**config.mk**
```make
export PLATFORM = sky130hd
export DESIGN_NAME = range_stream_sender_flat
export DESIGN_NICKNAME = d
export VERILOG_FILES = /design/src/rtl/range_pkg.sv /design/src/rtl/range_stream_sender_if.sv /design/src/rtl/range_tracker.sv /design/src/rtl/range_stream_sender.sv /design/src/flat_wrapper.sv
export SDC_FILE = /design/constraint.sdc
export NUM_CORES = 1
export LEC_CHECK = 0
export CAP_MARGIN = 20
export CORE_ASPECT_RATIO = 1.75
export CORE_UTILIZATION = 60
export DETAILED_ROUTE_END_ITERATION = 8
export HOLD_SLACK_MARGIN = 0.05
export PLACE_DENSITY = 0.8
export SLEW_MARGIN = 20
export SYNTH_ARGS = -nofsm -noshare
export SYNTH_HDL_FRONTEND = slang
export SYNTH_SLANG_ARGS = --single-unit
```
**constraint.sdc**
```tcl
create_clock -name clock -period 10.9 [get_ports clock]
set_clock_uncertainty 0.05 [all_clocks]
set_input_delay 3.27 -clock clock [delete_from_list [all_inputs] [get_ports clock]]
set_output_delay 3.27 -clock clock [all_outputs]
set_load 0.02 [all_outputs]
```
**src/rtl/range_pkg.sv**
```systemverilog
// Shared definitions for the range-finding sender/receiver pair.
package range_pkg;

  // Transmit state of the sender.
  typedef enum logic {
    IDLE = 1'b0,
    SEND = 1'b1
  } tx_state_t;

  // Default data word width, shared with the receiver.
  localparam int RANGE_WIDTH = 16;

  // Default burst buffer capacity in words.
  localparam int RANGE_DEPTH = 8;

endpackage : range_pkg

```
**src/rtl/range_stream_sender_if.sv**
```systemverilog
// Host-side load/control signals and the go...finish frame stream of the sender.
interface range_stream_sender_if
  import range_pkg::*;
#(
  parameter int WIDTH = RANGE_WIDTH,
  parameter int DEPTH = RANGE_DEPTH
);
  localparam int CW = $clog2(DEPTH + 1);

  logic             load_en;
  logic [WIDTH-1:0] load_data;
  logic             clear;
  logic             start;
  logic             go;
  logic             finish;
  logic [WIDTH-1:0] data_out;
  logic             busy;
  logic [CW-1:0]    count;
  logic             load_err;
  logic             start_err;
  logic [WIDTH-1:0] exp_range;
  logic             exp_valid;

  // The sender: takes load/control, drives the frame and status.
  modport master (
    input  load_en, load_data, clear, start,
    output go, finish, data_out, busy, count,
           load_err, start_err, exp_range, exp_valid
  );

  // The host/consumer side.
  modport slave (
    output load_en, load_data, clear, start,
    input  go, finish, data_out, busy, count,
           load_err, start_err, exp_range, exp_valid
  );

endinterface : range_stream_sender_if

```
**src/rtl/range_tracker.sv**
```systemverilog
// Running max/min of a frame; captures max - min when the frame ends.
module range_tracker
  import range_pkg::*;
#(
  parameter int WIDTH = RANGE_WIDTH
) (
  input  logic             clock,
  input  logic             reset_n,
  input  logic             load_i,     // first word of frame: seed max/min
  input  logic             update_i,   // later words: fold into max/min
  input  logic             capture_i,  // last word: publish range
  input  logic [WIDTH-1:0] word_i,
  output logic [WIDTH-1:0] exp_range_o,
  output logic             exp_valid_o
);

  logic [WIDTH-1:0] max_q;
  logic [WIDTH-1:0] min_q;
  logic [WIDTH-1:0] max_d;
  logic [WIDTH-1:0] min_d;
  logic [WIDTH-1:0] exp_range_q;
  logic             exp_valid_q;

  // Max/min including the word currently on the wire (unsigned compares).
  always_comb begin
    max_d = max_q;
    min_d = min_q;
    if (word_i > max_q) begin
      max_d = word_i;
    end else begin
      max_d = max_q;
    end
    if (word_i < min_q) begin
      min_d = word_i;
    end else begin
      min_d = min_q;
    end
  end

  // Track extremes and publish the range at the end of each frame.
  always_ff @(posedge clock or negedge reset_n) begin
    if (!reset_n) begin
      max_q       <= '0;
      min_q       <= '0;
      exp_range_q <= '0;
      exp_valid_q <= 1'b0;
    end else begin
      if (load_i) begin
        max_q <= word_i;
        min_q <= word_i;
      end else if (update_i) begin
        max_q <= max_d;
        min_q <= min_d;
      end
      // max_d >= min_d always holds, so the difference never wraps.
      if (capture_i) begin
        exp_range_q <= max_d - min_d;
      end
      exp_valid_q <= capture_i;
    end
  end

  assign exp_range_o = exp_range_q;
  assign exp_valid_o = exp_valid_q;

endmodule : range_tracker

```
**src/rtl/range_stream_sender.sv**
```systemverilog
// Buffers a burst of words and replays it as one contiguous go...finish frame,
// computing the expected max - min of the burst alongside.
module range_stream_sender
  import range_pkg::*;
#(
  parameter int WIDTH = RANGE_WIDTH,
  parameter int DEPTH = RANGE_DEPTH
) (
  input  logic                   clock,
  input  logic                   reset_n,
  range_stream_sender_if.master  bus
);

  localparam int CW = $clog2(DEPTH + 1);
  localparam int AW = (DEPTH > 1) ? $clog2(DEPTH) : 1;

  logic [WIDTH-1:0] mem_q [DEPTH];
  tx_state_t        state_q;
  logic [CW-1:0]    count_q;
  logic [CW-1:0]    index_q;
  logic             go_q;
  logic             finish_q;
  logic             busy_q;
  logic [WIDTH-1:0] data_q;
  logic             load_err_q;
  logic             start_err_q;

  logic             full_s;
  logic             start_ok_s;
  logic             start_rej_s;
  logic             load_ok_s;
  logic             load_rej_s;
  logic             last_s;
  logic [CW-1:0]    next_index_s;

  // Accept/reject decisions for this cycle's start and load requests.
  always_comb begin
    full_s       = (count_q == CW'(DEPTH));
    // clear wins over start; a burst shorter than 2 cannot form a frame.
    start_ok_s   = bus.start && (state_q == IDLE) && (count_q >= CW'(2)) && !bus.clear;
    start_rej_s  = bus.start && !start_ok_s;
    // A load may not race a starting frame, a clear, or a full buffer.
    load_ok_s    = bus.load_en && (state_q == IDLE) && !full_s && !start_ok_s && !bus.clear;
    load_rej_s   = bus.load_en && !load_ok_s;
    last_s       = (index_q == (count_q - CW'(1)));
    next_index_s = index_q + CW'(1);
  end

  // Burst storage; contents persist across frames so a start replays them.
  always_ff @(posedge clock) begin
    if (load_ok_s) begin
      mem_q[count_q[AW-1:0]] <= bus.load_data;
    end
  end

  // Control FSM with registered frame outputs aligned to state/index.
  always_ff @(posedge clock or negedge reset_n) begin
    if (!reset_n) begin
      state_q     <= IDLE;
      count_q     <= '0;
      index_q     <= '0;
      go_q        <= 1'b0;
      finish_q    <= 1'b0;
      busy_q      <= 1'b0;
      data_q      <= '0;
      load_err_q  <= 1'b0;
      start_err_q <= 1'b0;
    end else begin
      load_err_q  <= load_rej_s;
      start_err_q <= start_rej_s;
      case (state_q)
        IDLE: begin
          if (bus.clear) begin
            count_q <= '0;
          end else if (load_ok_s) begin
            count_q <= count_q + CW'(1);
          end
          if (start_ok_s) begin
            state_q  <= SEND;
            index_q  <= '0;
            go_q     <= 1'b1;
            finish_q <= 1'b0;
            busy_q   <= 1'b1;
            data_q   <= mem_q[0];
          end else begin
            index_q  <= '0;
            go_q     <= 1'b0;
            finish_q <= 1'b0;
            busy_q   <= 1'b0;
            data_q   <= '0;
          end
        end
        SEND: begin
          // clear is deliberately ignored here: a frame always completes.
          if (last_s) begin
            state_q  <= IDLE;
            index_q  <= '0;
            go_q     <= 1'b0;
            finish_q <= 1'b0;
            busy_q   <= 1'b0;
            data_q   <= '0;
          end else begin
            index_q  <= next_index_s;
            go_q     <= 1'b0;
            finish_q <= (next_index_s == (count_q - CW'(1)));
            busy_q   <= 1'b1;
            data_q   <= mem_q[next_index_s[AW-1:0]];
          end
        end
        default: begin
          state_q  <= IDLE;
          index_q  <= '0;
          go_q     <= 1'b0;
          finish_q <= 1'b0;
          busy_q   <= 1'b0;
          data_q   <= '0;
        end
      endcase
    end
  end

  range_tracker #(
    .WIDTH (WIDTH)
  ) u_tracker (
    .clock       (clock),
    .reset_n     (reset_n),
    .load_i      (go_q),
    .update_i    (busy_q && !go_q),
    .capture_i   (finish_q),
    .word_i      (data_q),
    .exp_range_o (bus.exp_range),
    .exp_valid_o (bus.exp_valid)
  );

  assign bus.go        = go_q;
  assign bus.finish    = finish_q;
  assign bus.data_out  = data_q;
  assign bus.busy      = busy_q;
  assign bus.count     = count_q;
  assign bus.load_err  = load_err_q;
  assign bus.start_err = start_err_q;

endmodule : range_stream_sender

```
**src/flat_wrapper.sv**
```systemverilog
// flat-port wrapper written by rule: the top's interface ports become plain ports
module range_stream_sender_flat import range_pkg::*;
#(
  parameter int WIDTH = RANGE_WIDTH,
  parameter int DEPTH = RANGE_DEPTH
)
  (clock, reset_n, bus_load_en, bus_load_data, bus_clear, bus_start, bus_go, bus_finish, bus_data_out, bus_busy, bus_count, bus_load_err, bus_start_err, bus_exp_range, bus_exp_valid);
  range_stream_sender_if #(.WIDTH(WIDTH), .DEPTH(DEPTH)) bus_i ();
  input  logic clock;
  input  logic reset_n;
  input wire logic [$bits(bus_i.load_en)-1:0] bus_load_en;
  input wire logic [$bits(bus_i.load_data)-1:0] bus_load_data;
  input wire logic [$bits(bus_i.clear)-1:0] bus_clear;
  input wire logic [$bits(bus_i.start)-1:0] bus_start;
  output wire logic [$bits(bus_i.go)-1:0] bus_go;
  output wire logic [$bits(bus_i.finish)-1:0] bus_finish;
  output wire logic [$bits(bus_i.data_out)-1:0] bus_data_out;
  output wire logic [$bits(bus_i.busy)-1:0] bus_busy;
  output wire logic [$bits(bus_i.count)-1:0] bus_count;
  output wire logic [$bits(bus_i.load_err)-1:0] bus_load_err;
  output wire logic [$bits(bus_i.start_err)-1:0] bus_start_err;
  output wire logic [$bits(bus_i.exp_range)-1:0] bus_exp_range;
  output wire logic [$bits(bus_i.exp_valid)-1:0] bus_exp_valid;
  assign bus_i.load_en = bus_load_en;
  assign bus_i.load_data = bus_load_data;
  assign bus_i.clear = bus_clear;
  assign bus_i.start = bus_start;
  assign bus_go = bus_i.go;
  assign bus_finish = bus_i.finish;
  assign bus_data_out = bus_i.data_out;
  assign bus_busy = bus_i.busy;
  assign bus_count = bus_i.count;
  assign bus_load_err = bus_i.load_err;
  assign bus_start_err = bus_i.start_err;
  assign bus_exp_range = bus_i.exp_range;
  assign bus_exp_valid = bus_i.exp_valid;
  range_stream_sender #(.WIDTH(WIDTH), .DEPTH(DEPTH)) u_core (.clock(clock), .reset_n(reset_n), .bus(bus_i));
endmodule
```
# == Word level (Yosys, flattened, before mapping) ==
# Memory sizes are Yosys's and may differ from the RTL's.
# Index checks and enable logic that the tools add are counted.
# op_classes
n_addsub,4
magnitude_cmp,3
eq_ne,3
muxes,21
n_bitwise,1
reduce_logical,18
# op_table
op,count
$mux W16,8
$pmux W16 S2,1
$gt A16 B16 Y1,1
$lt A16 B16 Y1,1
$sub A16 B16 Y16,1
$mux W4,3
$logic_and A1 B1 Y1,10
$add A4 B1 Y4 const B,2
$eq A4 B4 Y1,2
$pmux W4 S2,1
$pmux W1 S2,3
$logic_not A1 Y1,5
$mux W1,5
$eq A4 B4 Y1 const B,1
$ge A4 B2 Y1 const B,1
$reduce_bool A2 Y1,2
$sub A4 B1 Y4 const B,1
$reduce_and A2 Y1,1
$not A1 Y1,1
# word_totals
reg_bits,78
ramBits,128
in_bits,21
out_inout_bits,42
elab_cells,63
memories,1
# mem_list
name,words,width,read_ports,rd_ports_with_merged_regs,wr,line,text
u_core.mem_q,8,16,2,0,1,range_stream_sender.sv:17,logic [WIDTH-1:0] mem_q [DEPTH];

# == Logic depth before layout (Yosys ltp) ==
# Gate-level depths: netlist of run 1.
# depth
ltp_word,9
ltp_mapped,23
depth_no_buf,19

# == Modules after synthesis ==
# A second synthesis of run 1 with hierarchy kept.
# hier_totals
cells_unflattened,900
area_unflattened_um2,10582.6
# by_module_without_submodules
mod,n_inst,cells_per_inst,area_per_inst_um2,seq_area_each_um2
range_stream_sender,1,428,6391.1,4569.4
range_tracker,1,472,4191.5,1226.2

# == Worst setup path after synthesis of run 1 ==
# OpenSTA, ideal clock, no wires.
# synth_path
kind,input-to-reg
from,input bus_start
to,"memory u_core.mem_q[0][0] (netlist name), enable pin"
setup_time_ns,0.409
arrival_time_ns,5.417
t_required_ns,10.441
slack_ns,5.023
cell_stages,5
n_path_buf,0
path_cell_list,nor4b_1 -> nor4b_1 -> nor2b_1 -> nand2_1 -> nor3_1
# synth_between
elab_chain_len,8
# synth_lines
element,line,text
from (decl),flat_wrapper.sv:14,input wire logic [$bits(bus_i.start)-1:0] bus_start;
$logic_and A1 B1 Y1 (3 in a row),range_stream_sender.sv:40,start_ok_s = bus.start && (state_q == IDLE) && (count_q >= CW'(2)) && !bus.clear;
$logic_not A1 Y1,range_stream_sender.sv:43,load_ok_s = bus.load_en && (state_q == IDLE) && !full_s && !start_ok_s && !bus.clear;
$logic_and A1 B1 Y1 (2 in a row),range_stream_sender.sv:43,
$mux W1,range_stream_sender.sv:51,if (load_ok_s) begin
$mux W1 (implied by the code),range_stream_sender.sv:52,mem_q[count_q[AW-1:0]] <= bus.load_data;
to (decl),range_stream_sender.sv:17,
# No other way between the ends.

# == Worst setup path after layout of run 1 ==
# layout_path
from,input bus_clear
to,"memory u_core.mem_q[1][15] (netlist name), enable pin"
# layout_between
elab_chain_len,7
# layout_lines
element,line,text
from (decl),flat_wrapper.sv:13,input wire logic [$bits(bus_i.clear)-1:0] bus_clear;
$logic_not A1 Y1 (*),"range_stream_sender.sv:40, range_stream_sender.sv:43",
$logic_and A1 B1 Y1,range_stream_sender.sv:40,
$logic_not A1 Y1,range_stream_sender.sv:43,
$logic_and A1 B1 Y1,range_stream_sender.sv:43,
$logic_and A1 B1 Y1 (*),range_stream_sender.sv:43,
$mux W1 (*),range_stream_sender.sv:51,
$mux W1 (implied by the code) (*),range_stream_sender.sv:52,
# Mark *: on every way between the ends. The rest lies on a longest branch, timed or not.

==> out/summary.txt, run 1 <==
Hold path cells - 2
Core area - 16900 µm²
Critical path fanouts, max - 16
Worst-margin pin slew - 1.02 ns
Reg-to-Reg Start - u_core.u_tracker.max_q[10]$_DFFE_PN0P_
DRC - 0
CP Capture Type - flop
Post-CTS setup buffers - 0
Drt pass-1 iters - 7
Syn nets - 841
Ys Warns - 0
CTS tree - done
Initial core utilization - 0.612
Worst-Skew Late Latency - 0.49 ns
Fin. Hold Viols - 0
Antenna fix cells - 0
FF-to-FF End - u_core.u_tracker.exp_range_o[12]$_DFFE_PN0P_
Post-CTS Hold Buffers - 0
GRT overflow - 0
Critical path class - in2reg
Post-CTS sizing - 0
Worst path max stage delay - 0.72 ns
Clock root cell - clkbuf_16
Ys async rst share - 0.379
First-pass GRT wire length - 37300 µm
Slowest cell on crit path - nor3_4
Most frequent cells after synthesis - 128 x edfxtp_1, 78 x dfrtp_1, 62 x nand2_1
Final setup vio count - 0
Commonest register cell after synthesis - edfxtp_1
DR iter-0 viols - 348
Worst slew margin - 0.322
I/O Buffers - 62
R2R depth - 18
Post-DR vias/cell - 6.18
Seq/Total Area, Yosys - 0.561
R2r setup slk - 5.52 ns
Pin count of the biggest net entering global routing - 79
Top cell type's share of synthesized area - 0.372
Yosys top cell by area - edfxtp_1
Rows - 63
End of the worst hold path - u_core.bus.data_out[7]$_DFF_PN0_
Die width - 101 µm
Post-route ant nets - 0
Die ar. - 17800 µm²
Max Cap Viol - 0
Layout Nets - 905
Fmax - 175 MHz
Reg clk slew, reported paths - 0.06 ns
Placer Congestion - 0.897
Worst hold start - u_core.mem_q[0][7]$_DFFE_PP_
Crit share post-route - 0.525
H-tree levels - 1
Share of layout cells above drive strength 1 - 0.170
Filler Cell Count - 1165
Slew Viols, Final - 0
CTS max path bufs - 3
Seq cells post-synth - 206
Hold crit path type - reg2reg
Critical Path AT - 5.78 ns
CP Launch Point - bus_clear
Routed length per placed instance - 21.4 µm
Worst Path Required - 10.96 ns
Setup TNS - 0 ns
Synthesized instance count - 776
Status - complete, no violations
Clock sinks - 206
CP Cell Sequence - clkdlybuf4s50_1 > nor4b_2 > nor4b_1 > nor2b_1 > nand2_1 > nor3_4
Initial antenna violation count - 0
Synth cell types - 84
All-Layer GR Usage - 0.277
Area Overhead vs Synth - 15.6%
Top Ports - 63
Fin crit period - 5.72 ns
Vias in the first global route - 6904
Synth area leaders - edfxtp_1 37%, dfrtp_1 19%, mux4_2 7.0%
Num CTS Buffers - 20
Final WL - 23100 µm
Die Y - 176 µm
Post-Syn Area - 10300 µm²
Dpl hpwl - 16000 µm
Via count - 6679
RSZ-0062 raised after global routing - false
Syn_area_per_cell - 13.3 µm²
Startpoint Class - input port
Cell with the most instances after synthesis - edfxtp_1
Post-synth EDFFs - 128
-- placed cells by master (no fill, tap or decap), drive strengths merged, types with 19 or more instances in the layout --
cell type        n
mux4            32
clkdlybuf4s50   61
ha              43
edfxtp         128
mux2            35
clkbuf          23
nor2            39
nand2           63
xor2            19
mux2i           31
o21ai           46
dfrtp           78
a21oi           30
inv             48
-- sequential cells by signal (all words and copies together), names as in the netlist, named ones only --
name                          cells
u_core.bus.start_err              1
u_core.bus.go                     1
u_core.u_tracker.exp_range_o     16
u_core.u_tracker.max_q           14
u_core.bus.data_out              16
u_core.bus.finish                 1
u_core.u_tracker.exp_valid_o      1
u_core.state_q                    1
u_core.mem_q                    128
u_core.index_q                    4
u_core.bus.count                  4
u_core.bus.load_err               1
u_core.u_tracker.min_q           16
-- area by class of cell --
type | instances | area [µm²] | share of cell area
Clock buffer | 23 | 533 | 0.0446
Timing Repair Buffer | 79 | 773 | 0.0648
Multi-Input combinational cell | 487 | 4230 | 0.354
Tap cell | 227 | 284 | 0.0238
Sequential cell | 206 | 5800 | 0.486
Clock inverter | 12 | 151 | 0.0127
Inverter | 46 | 173 | 0.0145
-- worst max-delay path by stage --
stage	endpoint
2_1_floorplan	u_core.mem_q[0][0]$_DFFE_PP_
3_3_place_gp	u_core.mem_q[1][10]$_DFFE_PP_
3_5_place_dp	u_core.mem_q[0][13]$_DFFE_PP_
4_1_cts	u_core.mem_q[0][15]$_DFFE_PP_
5_1_grt	u_core.mem_q[1][15]$_DFFE_PP_
6_report	u_core.mem_q[1][15]$_DFFE_PP_
-- kinds of logic (layout without fill, tap and decap cells) --
group / count (synthesis) / after routing / synth area share
buf+inv: 83 / 160 / 0.0328
simple gates: 163 / 163 / 0.0780
compound gates: 148 / 148 / 0.104
fa+ha+maj: 47 / 47 / 0.0569
xor+xnor: 31 / 31 / 0.0270
flops: 206 / 206 / 0.561
mux: 98 / 98 / 0.139
-- critical path: cells and delay by family --
family,cells,cell delay [ns]
buffers and inverters,1,0.55
AND/OR/NAND/NOR,5,1.95
-- metrics by stage --
step	instance area [µm²]	utilization	std cells	hold WS (ns)	worst slack [ns]
2_1_floorplan	10300	-	776	0.396	5.02
3_3_place_gp	11200	0.664	1043	0.424	4.61
3_5_place_dp	11200	0.664	1043	0.423	4.25
4_1_cts	11900	0.705	1078	0.444	4.72
5_1_grt	11900	0.708	1080	0.465	4.95
6_report	11900	0.708	1080	0.441	5.18
-- layer usage --
metal / track usage / wire, µm / vias up
li1: - / - / 3061
met1: 0.321 / 8440 / 3367
met2: 0.511 / 13000 / 198
met3: 0.0271 / 789 / 53
met4: 0.118 / 906 / 0
met5: 0 / 0 / -
Power of run 1 is not shown: default switching activity piles up to over one toggle a cycle in this logic, so the estimate is an artifact.
==> run 2, diff against run 1 <==
CORE_UTILIZATION = 54   (was 60)
PLACE_DENSITY = 0.76   (was 0.8)
clock period = 5 ns   (was 10.9 ns; I/O delays follow)
==> run 2 against run 1 <==
Compared with the run above: wire length is 3.6% higher; flip-flop and latch count did not move; final area is 0.51% higher; global-route usage decreased by 2.1 points; first-iteration DRC count grew 9.8%; critical path depth up 12; non-clock buffer count increased by 7.
==> out/summary.txt, run 2 (synthesis results as in run 1) <==
CTS max path bufs - 3 (unchanged)
Routed length per placed instance - 21.8 µm (was 21.4 µm)
H-tree levels - 1 (unchanged)
CP Launch Point - u_core.bus.data_out[9]$_DFF_PN0_ (was bus_clear)
Num CTS Buffers - 20 (unchanged)
Initial core utilization - 0.553 (was 0.612)
Commonest non-fill, non-tap cell in the layout - edfxtp_1 (unchanged)
GRT overflow - 0 (unchanged)
Share of layout cells above drive strength 1 - 0.177 (was 0.170)
RSZ-0062 raised after global routing - false (unchanged)
Family with the most delay on the worst path - compound AO/OA/AOI/OAI gates (was simple AND/OR/NAND/NOR gates)
Worst slew margin - 0.392 (was 0.322)
Pin count of the biggest net entering global routing - 79 (unchanged)
Buf/Inv on CP - 2 (was 1)
Post-CTS setup buffers - 0 (unchanged)
Critical Path AT - 5.06 ns (was 5.78 ns)
Layout Nets - 912 (was 905)
Crit share post-route - 0.948
CP Capture Point - u_core.u_tracker.exp_range_o[12]$_DFFE_PN0P_ (was u_core.mem_q[1][15]$_DFFE_PP_)
DR iter-0 viols - 382 (was 348)
Most frequent cells in the layout - 128 x edfxtp_1, 77 x dfrtp_1, 62 x nand2_1 (unchanged)
Post-CTS sizing - 0 (unchanged)
Worst Path Required - 5.33 ns (was 10.96 ns)
Antenna fix cells - 0 (unchanged)
Core area - 18700 µm² (was 16900 µm²)
DRC - 0 (unchanged)
R2r setup slk - 0.26 ns (was 5.52 ns)
Worst path max stage delay - 0.49 ns (was 0.72 ns)
Grt met2 use - 0.482 (was 0.511)
GRT Max-Usage Layer - met2 (unchanged)
Post-route ant nets - 0 (unchanged)
Final WL - 24000 µm (was 23100 µm)
Met1 Track Usage GR - 0.279 (was 0.321)
FF-to-FF End - u_core.u_tracker.exp_range_o[12]$_DFFE_PN0P_ (unchanged)
Slowest cell on crit path - dfrtp_1 (was nor3_4)
Hold crit path type - reg2reg (unchanged)
Register area - 5800 µm² (unchanged)
Drt pass-1 iters - 5 (was 7)
Worst-Skew Late Latency - 0.49 ns (about the same)
Reg clk slew, reported paths - 0.07 ns (was 0.06 ns)
Clock root cell - clkbuf_16 (unchanged)
Slew Viols, Final - 0 (unchanged)
Post-CTS Hold Buffers - 0 (unchanged)
I/O Buffers - 62 (unchanged)
Critical path fanouts, max - 10 (was 16)
CTS tree - done (unchanged)
Fin crit period - 4.74 ns
First-pass GRT wire length - 38300 µm (was 37300 µm)
R2R depth - 18 (unchanged)
Area Overhead vs Synth - 16.2% (was 15.6%)
Largest register FFs - 128 (unchanged)
CP Capture Type - flop (unchanged)
Die width - 107 µm (was 101 µm)
Status - complete, no violations (unchanged)
Initial antenna violation count - 0 (unchanged)
Area of the multi-input gates - 4240 µm² (was 4230 µm²)
CP Cell Sequence - ha_1 > a21o_1 > a221o_1 > a211o_1 > nor3_4 > nand2_1 > o21ai_0 > ha_1 > inv_1 > fa_1 > inv_1 > a311oi_1 > o32ai_1 > o221ai_2 > a211oi_4 > o31ai_2 > xor2_1 > mux2_2 (was clkdlybuf4s50_1 > nor4b_2 > nor4b_1 > nor2b_1 > nand2_1 > nor3_4)
All-Layer GR Usage - 0.256 (was 0.277)
Clock sinks - 206 (unchanged)
Rows - 66 (was 63)
Startpoint Class - flop (was input port)
Final setup vio count - 0 (unchanged)
Filler Cell Count - 1394 (was 1165)
Setup TNS - 0 ns (unchanged)
Via count - 6692 (was 6679)
Fmax - 211 MHz
Worst-margin pin slew - 0.912 ns (was 1.02 ns)
Met3 global-route usage - 0.0320 (was 0.0271)
Fin. Hold Viols - 0 (unchanged)
Critical path class - reg2reg (was in2reg)
Reg-to-Reg Start - u_core.bus.data_out[9]$_DFF_PN0_ (was u_core.u_tracker.max_q[10]$_DFFE_PN0P_)
Placer Congestion - 0.911 (was 0.897)
Dpl hpwl - 16600 µm (was 16000 µm)
Die ar. - 19700 µm² (was 17800 µm²)
WP depth - 18 (was 6)
Top Ports - 63 (unchanged)
Vias in the first global route - 7092 (was 6904)
Die Y - 185 µm (was 176 µm)
Max Cap Viol - 0 (unchanged)
Post-DR vias/cell - 6.09 (was 6.18)
[run 2: routing by layer]
metal  wire length (µm)  part of all wire
met2              13200              0.55
met3                992             0.041
met1               8600              0.36
met5                  0                 0
met4               1190             0.050
[run 2: worst register-to-register path, delay by kind of cell, from the launching register on]
family	cells	cell delay [ns]
AOI/OAI and AO/OA	9	2.21
xor gates and xnor gates	1	0.15
adders and majority gates	3	0.97
buffers and inverters	2	0.18
DFF	1	0.49
muxes	1	0.27
and+or+nand+nor	2	0.33
[run 2: area by class of cell]
type | instances | area share
Sequential cell | 206 | 0.483
Inverter | 46 | 0.0144
Clock inverter | 13 | 0.0128
Tap cell | 238 | 0.0248
Timing Repair Buffer | 86 | 0.0668
Multi-Input combinational cell | 487 | 0.354
Clock buffer | 23 | 0.0444
[run 2: how the worst min path moves through the flow]
stage | start | to | slack, ns | cells after the start
after floorplan | u_core.mem_q[0][0]$_DFFE_PP_ | u_core.bus.data_out[0]$_DFF_PN0_ | 0.40 | 2
after global placement | u_core.mem_q[0][2]$_DFFE_PP_ | u_core.bus.data_out[2]$_DFF_PN0_ | 0.41 | 2
after detailed placement | u_core.mem_q[0][1]$_DFFE_PP_ | u_core.bus.data_out[1]$_DFF_PN0_ | 0.43 | 2
after CTS | u_core.mem_q[0][1]$_DFFE_PP_ | u_core.bus.data_out[1]$_DFF_PN0_ | 0.44 | 2
after global routing | u_core.u_tracker.max_q[14]$_DFFE_PN0P_ | u_core.u_tracker.max_q[14]$_DFFE_PN0P_ | 0.46 | 1
final | u_core.mem_q[0][6]$_DFFE_PP_ | u_core.bus.data_out[6]$_DFF_PN0_ | 0.44 | 2
[run 2: stage by stage]
stage | instance area (µm²) | hold WS, ns | instances | setup slack [ns] | util
6_report | 12000 | 0.439 | 1099 | 0.261 | 0.643
2_1_floorplan | 10300 | 0.396 | 776 | 0.113 | -
4_1_cts | 12000 | 0.442 | 1099 | 0.211 | 0.642
3_5_place_dp | 11300 | 0.428 | 1063 | 0.232 | 0.605
5_1_grt | 12000 | 0.465 | 1099 | 0.0252 | 0.643
3_3_place_gp | 11300 | 0.413 | 1063 | 0.358 | 0.605
Power of run 2 is left out for the same reason.
